===== src/rtl/pc_fetch_sequencer.sv =====
// Program-counter owner and instruction-fetch sequencer for the word-addressed MIPS datapath.
// Optional macro PC_FETCH_DELAY_SLOT_EN: redirects take effect after one delay-slot instruction.
module pc_fetch_sequencer #(
   parameter logic [31:0] RESET_PC = 32'h0000_0000,
   parameter int          CNT_W    = 16
) (
   input  logic             clk,
   input  logic             rst_n,
   output logic             fetch_req,
   input  logic             fetch_ack,
   output logic [31:0]      pc_out,
   output logic             instr_valid,
   input  logic             stall,
   input  logic             jump_en,
   input  logic [25:0]      target_address,
   input  logic             branch_en,
   input  logic             branch_taken,
   input  logic [15:0]      branch_offset,
   input  logic             jr_en,
   input  logic [31:0]      jr_addr,
   input  logic             halt,
   output logic             halted,
   output logic [CNT_W-1:0] retired_count
);

   typedef enum logic [1:0] {S_IDLE, S_FETCH, S_EXEC, S_HALT} state_t;

   state_t           state_q, state_d;
   logic [31:0]      pc_q, pc_d;
   logic [CNT_W-1:0] cnt_q, cnt_d;
   logic             instr_valid_q, instr_valid_d;

   logic [31:0]        seq_pc;
   logic [31:0]        redir_pc;
   logic               redir;
   logic signed [31:0] branch_disp;

`ifdef PC_FETCH_DELAY_SLOT_EN
   logic [31:0] pend_q, pend_d;
   logic        pend_vld_q, pend_vld_d;
`endif

   function automatic logic signed [31:0] sign_ext16(input logic signed [15:0] v);
      return {{16{v[15]}}, v};
   endfunction

   // State register
   always_ff @(posedge clk) begin
      if (!rst_n) begin
         state_q       <= S_IDLE;
         pc_q          <= RESET_PC;
         cnt_q         <= '0;
         instr_valid_q <= 1'b0;
`ifdef PC_FETCH_DELAY_SLOT_EN
         pend_q        <= '0;
         pend_vld_q    <= 1'b0;
`endif
      end else begin
         state_q       <= state_d;
         pc_q          <= pc_d;
         cnt_q         <= cnt_d;
         instr_valid_q <= instr_valid_d;
`ifdef PC_FETCH_DELAY_SLOT_EN
         pend_q        <= pend_d;
         pend_vld_q    <= pend_vld_d;
`endif
      end
   end

   // Redirect target selection; lower-priority requests are simply dropped
   always_comb begin
      seq_pc      = pc_q + 32'd1;
      branch_disp = sign_ext16(branch_offset);
      redir       = 1'b1;
      redir_pc    = seq_pc;
      if (jr_en) begin
         redir_pc = jr_addr;
      end else if (jump_en) begin
         redir_pc = {6'b0, target_address};
      end else if (branch_en && branch_taken) begin
         redir_pc = seq_pc + $unsigned(branch_disp);
      end else begin
         redir = 1'b0;
      end
   end

   // Next-state and next-PC logic
   always_comb begin
      state_d       = state_q;
      pc_d          = pc_q;
      cnt_d         = cnt_q;
      instr_valid_d = 1'b0;
`ifdef PC_FETCH_DELAY_SLOT_EN
      pend_d        = pend_q;
      pend_vld_d    = pend_vld_q;
`endif
      case (state_q)
         S_IDLE: state_d = S_FETCH;
         S_FETCH: begin
            if (fetch_ack) begin
               state_d       = S_EXEC;
               instr_valid_d = 1'b1;
            end
         end
         S_EXEC: begin
            if (!stall) begin
               if (halt) begin
                  state_d = S_HALT;
`ifdef PC_FETCH_DELAY_SLOT_EN
                  pend_vld_d = 1'b0;
`endif
               end else begin
                  state_d = S_FETCH;
                  cnt_d   = cnt_q + CNT_W'(1);
`ifdef PC_FETCH_DELAY_SLOT_EN
                  // A retiring delay slot always follows the stored redirect
                  if (pend_vld_q) begin
                     pc_d       = pend_q;
                     pend_vld_d = 1'b0;
                  end else if (redir) begin
                     pc_d       = seq_pc;
                     pend_d     = redir_pc;
                     pend_vld_d = 1'b1;
                  end else begin
                     pc_d = seq_pc;
                  end
`else
                  pc_d = redir ? redir_pc : seq_pc;
`endif
               end
            end
         end
         S_HALT: state_d = S_HALT;
         default: state_d = S_IDLE;
      endcase
   end

   // Outputs
   always_comb begin
      fetch_req     = (state_q == S_FETCH);
      halted        = (state_q == S_HALT);
      pc_out        = pc_q;
      instr_valid   = instr_valid_q;
      retired_count = cnt_q;
   end

endmodule

===== config.mk =====
export PLATFORM = sky130hd
export DESIGN_NAME = pc_fetch_sequencer
export DESIGN_NICKNAME = d
export VERILOG_FILES = /design/src/rtl/pc_fetch_sequencer.sv
export SDC_FILE = /design/constraint.sdc
export NUM_CORES = 1
export LEC_CHECK = 0
export ABC_AREA = 1
export CAP_MARGIN = 5
export CORE_MARGIN = 3
export CORE_UTILIZATION = 57
export CTS_BUF_LIST = sky130_fd_sc_hd__clkbuf_16
export DETAILED_ROUTE_END_ITERATION = 7
export GPL_TIMING_DRIVEN = 0
export PLACE_DENSITY = 0.88
export SYNTH_ARGS = -nofsm -noshare
export SYNTH_HDL_FRONTEND = slang
export SYNTH_SLANG_ARGS = --single-unit

===== constraint.sdc =====
create_clock -name clk -period 7.9 [get_ports clk]
set_clock_uncertainty 0.05 [all_clocks]
set_input_delay 2.37 -clock clk [delete_from_list [all_inputs] [get_ports clk]]
set_output_delay 2.37 -clock clk [all_outputs]
set_load 0.005 [all_outputs]

# ---- Word level (Yosys, flattened, before mapping)
# Cells that the tools add are included.
dict set report totals {
  register_bits 51
  wordCells 31
}
dict set report classes {
  addsub 3
  eq_ne 5
  n_mux 12
  n_bitwise 2
  n_reduce_logical 5
}
# operator n
set ops {}
lappend ops {{32-bit 2-to-1 mux} 4}
lappend ops {{32-bit by 1-bit adder with 32-bit output, second input constant} 1}
lappend ops {{32-bit adder} 1}
lappend ops {{16-bit by 1-bit adder with 16-bit output, second input constant} 1}
lappend ops {{2-bit one-hot mux with 4 select lines} 1}
lappend ops {{2-bit 2-to-1 mux} 3}
lappend ops {{2-bit equality test, second input constant} 2}
lappend ops {{1-bit 2-to-1 mux} 4}
lappend ops {{2-bit AND reduction} 2}
lappend ops {{3-bit AND reduction} 1}
lappend ops {{2-bit by 1-bit equality test with 1-bit output, second input constant} 1}
lappend ops {{2-bit zero test} 1}
lappend ops {{2-bit by 1-bit inequality test with 1-bit output, second input constant} 1}
lappend ops {{2-bit inequality test, second input constant} 1}
lappend ops {{1-bit inverter} 2}
lappend ops {{1-bit logical AND} 1}

# ---- Depth between registers and ports, before layout
dict set report depth {
  ltp_word 6
  mapped_depth 29
  mapped_depth_nobuf 29
}

# ---- Least setup slack after synthesis
# No wires, ideal clock.
dict set report synth_timing {
  path_type {input port to flip-flop}
  from {in branch_offset[0]}
  to {reg pc_q[18] (netlist: pc_out[18])}
  setup_ps 117
  arrival_time_ps 3992
  required_ps 7733
  slack_ps 3741
  cell_stages 15
  cell_sequence {ha_1 fa_1 nand3_1 nand3_1 nand2_1 nand2_1 nand2_1 nand2_1 nand2_1 nand2_1 xor2_1 nand2_1 nand2_1 a21oi_1 nor2_1}
}
dict set report synth_between {
  elab_chain_len 5
}
# element line_no
set synth_rtl {}
lappend synth_rtl {{from (decl)} 18} ;# input logic [15:0] branch_offset,
lappend synth_rtl {{32-bit adder} 81} ;# redir_pc = seq_pc + $unsigned(branch_disp);
lappend synth_rtl {{32-bit 2-to-1 mux} 80} ;# end else if (branch_en && branch_taken) begin
lappend synth_rtl {{32-bit 2-to-1 mux} 78} ;# end else if (jump_en) begin
lappend synth_rtl {{32-bit 2-to-1 mux} 76} ;# if (jr_en) begin
lappend synth_rtl {{32-bit 2-to-1 mux} 128} ;# pc_d = redir ? redir_pc : seq_pc;
lappend synth_rtl {{to (signal assigned)} 60} ;# pc_q <= pc_d;
lappend synth_rtl {{to (decl)} 29} ;# logic [31:0] pc_q, pc_d;
# Every way passes these cells.
# A chain may end at the register's enable or synchronous reset.

# ---- Final worst setup path
dict set report layout_timing {
  from {in branch_offset[15]}
  to {reg pc_q[28] (netlist: pc_out[28])}
}
# The elaborated chain is that of the path after synthesis.

==> impl_metrics.tcl <==
set metrics [dict create \
    synthDistinctLibCells 42 \
    cts_setup_buffers 0 \
    vias_per_cell 5.48 \
    cts_made_buffers 5 \
    slowest_stage "clkdlybuf4s50_1" \
    hold_viol 0 \
    p_int_mw 0.462 \
    synth_area_per_cell_um2 5.59 \
    synth_ff_type "dfxtp_1" \
    regArea_um2 1020 \
    drive_above_1_share_pct 4.09 \
    synthToLayoutAreaGrowth_pct 26.4 \
    worst_ep_required_time_ns 8.01 \
    fp-row-count 37 \
    antennaDiodeCount 0 \
    ir_drop_v 0.000145 \
    setup_tns_ns 0 \
    cts_num_sinks 51 \
    crit_top_cell "nand2_1" \
    power_mw 0.671 \
    die_w_um 110 \
    nFillCells 919 \
    synth-seq-area-share_pct 16.5 \
    nets 1371 \
    grt_max_degree 24 \
    cts.reportedPaths.clkPinSlew_ns 0.07 \
    ios 134 \
    worstMarginPinSlew_ns 0.982 \
    cts.repair.resized 0 \
    start_kind "input pin" \
    dieArea_um2 12200 \
    gr-usage-all-layers_pct 35.2 \
    path_class "input pin to register" \
    min_from "retired_count[15]$_SDFFE_PN0P_" \
    synth_fp_nets 1232 \
    firstDrtPassIters 6 \
    clk_path_buf_depth 2 \
    synth-seq-cells 51 \
    drt_iter0_markers 686 \
    root_buffer "clkbuf_16" \
    hp-class "register to register" \
    power.leakage_nw 3.76 \
    max_freq_mhz 193 \
    crit-reg2reg-launch "pc_out[0]$_SDFFE_PN0P_" \
    critical_path_arrival_ns 5.29 \
    slew-limit-headroom_pct 34.3 \
    async_flop_share_pct 0 \
    drv_slew 0 \
    fin_cells 1384 \
    initial_utilization_pct 59.2 \
    whs_ns 0.419 \
    antenna_found_initial 0 \
    core_area_um2 10500 \
    fin_crit_ns 5.18 \
    maxCapViolations 0 \
    p_comb_share_pct 28.3 \
    clock_latency_ns 0.29 \
    p_switching_mw 0.209 \
    cts.hold.buffers_added 0 \
    status "complete, no violations" \
    drt_wl_total_mm 21.5 \
    worstPathMaxFanout 23 \
    hpwl_mm 17.7 \
    synthCells 1108 \
    rsz0062_at_grt "no" \
    final_cell_mix "376 x nand2_1, 167 x inv_1, 132 x clkdlybuf4s50_1" \
    path_cells "clkdlybuf4s50_1, ha_1, nand2_1, inv_1, nand2_1, nand2_1, a21oi_1, nor2_1, nor2_1, nand2_1, nand2_1, nand3_1, nand2_1, nand2_1, nand2_1, a21oi_1" \
    drt.antenna.violating_nets 0 \
    swShare_pct 31.1 \
    min_period_over_period_pct 65.6 \
    cp-end-kind "register" \
    die_h_um 110 \
    cts_tree "done" \
    crit_path_start "branch_offset[15]" \
    clkPwrFrac_pct 31.9 \
    synthesis.area_um2 6190 \
    multi_input_area_um2 4420 \
    postLayoutCellArea_um2 7830 \
    overflow 0 \
    ys_warn_count 0 \
    finalSetupViolCount 0 \
    dp.cells 1376 \
    p_seq_share_pct 39.8 \
    place.gp.congestion 0.992 \
    synth_edf_count 0 \
    route.detailed.drc 0 \
    vias 7584 \
    grt_pass1_vias 6761 \
    power_density_nw_per_um2 85.7 \
    portBuffers 132 \
    mostFrequentLayoutCell "nand2_1" \
    wire_per_inst_um 15.5 \
    grt_pass1_wl_mm 33.3 \
    cts_max_level 2 \
    placed_cell_area_um2 7690 \
    cp_slowest_stage_delay_ns 1.12 \
]
## through the flow
stage	util (%)	worst slack, ns
floorplan	-	3.74
global placement	73.5	2.56
detailed placement	73.5	2.52
CTS	74.8	2.81
global route	74.8	2.46
finish	74.8	2.72
## kinds of logic (layout without fill, tap and decap cells)
group / Yosys count / count (layout) / share of synthesized area (%)
AO/OA/AOI/OAI: 175 / 175 / 15.8
XOR/XNOR: 38 / 38 / 5.62
buffers and inverters: 198 / 338 / 12.1
flip-flops: 51 / 51 / 16.5
AND/OR/NAND/NOR: 605 / 605 / 41.6
adder cells (fa/ha/maj): 41 / 41 / 8.40
## synthesized netlist by cell type (4+ instances only)
library cell	number	area, um2
o21bai_1	7	52.6
a21oi_1	93	465
nor2_4	7	78.8
nand4_1	10	62.6
xnor2_1	10	87.6
or2_2	8	50.1
nor2_2	8	50.1
nand3_2	4	40.0
clkbuf_1	25	93.8
o211ai_1	11	82.6
nor3_1	14	70.1
xor2_1	26	228
a221oi_1	8	70.1
nand2_1	376	1410
nand3b_1	4	30.0
nand3_1	63	315
dfxtp_1	51	1020
nor2_1	101	379
ha_1	40	500
o21ai_0	42	210
inv_1	166	623
o21ai_1	4	20.0
## routing by layer
layer	vias to the layer above	wire length (um)	global-route usage (%)	share of wire, %
met5	-	0	0	0
met4	0	803	12.6	3.7
met3	65	1970	5.30	9.2
met2	372	9820	59.4	46
met1	3360	8880	45.5	41
li1	3787	-	-	-
## layout make-up
| cell class | instances | share of cell area (%) |
|---|---|---|
| inverter | 170 | 8.15 |
| multi-input combinational | 859 | 56.5 |
| buffer | 28 | 1.42 |
| clock inverter | 3 | 0.208 |
| sequential | 51 | 13.0 |
| timing repair buffer | 132 | 16.9 |
| tap | 136 | 2.17 |
| clock buffer | 5 | 1.60 |
## state kept, by name, summed over array words and instances, names as in the netlist
| register | cells |
|---|---|
| state_q | 2 |
| instr_valid | 1 |
| pc_out | 32 |
| retired_count | 16 |
## worst paths after layout
path                                         end  slack [ns]  depth (start not counted)
setup / recovery         pc_out[28]$_SDFFE_PN0P_        2.72                         16
hold / removal    retired_count[15]$_SDFFE_PN0P_        0.42                          2
setup reg to reg         pc_out[28]$_SDFFE_PN0P_        4.34                         24
hold reg to reg   retired_count[15]$_SDFFE_PN0P_        0.42                          2
## worst max-delay path, delay by kind of cell
family | cells | cell delay (ns)
simple gates | 11 | 0.97
buf+inv | 2 | 1.17
fa+ha+maj | 1 | 0.42
compound gates | 2 | 0.35
## power groups by stage
stage | Clock (mW) | Combinational (mW) | Sequential, mW
3_5_place_dp | 0 | 0.185 | 0.273
4_1_cts | 0.215 | 0.186 | 0.267
3_3_place_gp | 0 | 0.183 | 0.272
5_1_grt | 0.222 | 0.209 | 0.267
2_1_floorplan | 0 | 0.100 | 0.272
6_report | 0.214 | 0.190 | 0.267
Note: power is estimated with default switching activity, not from simulation.
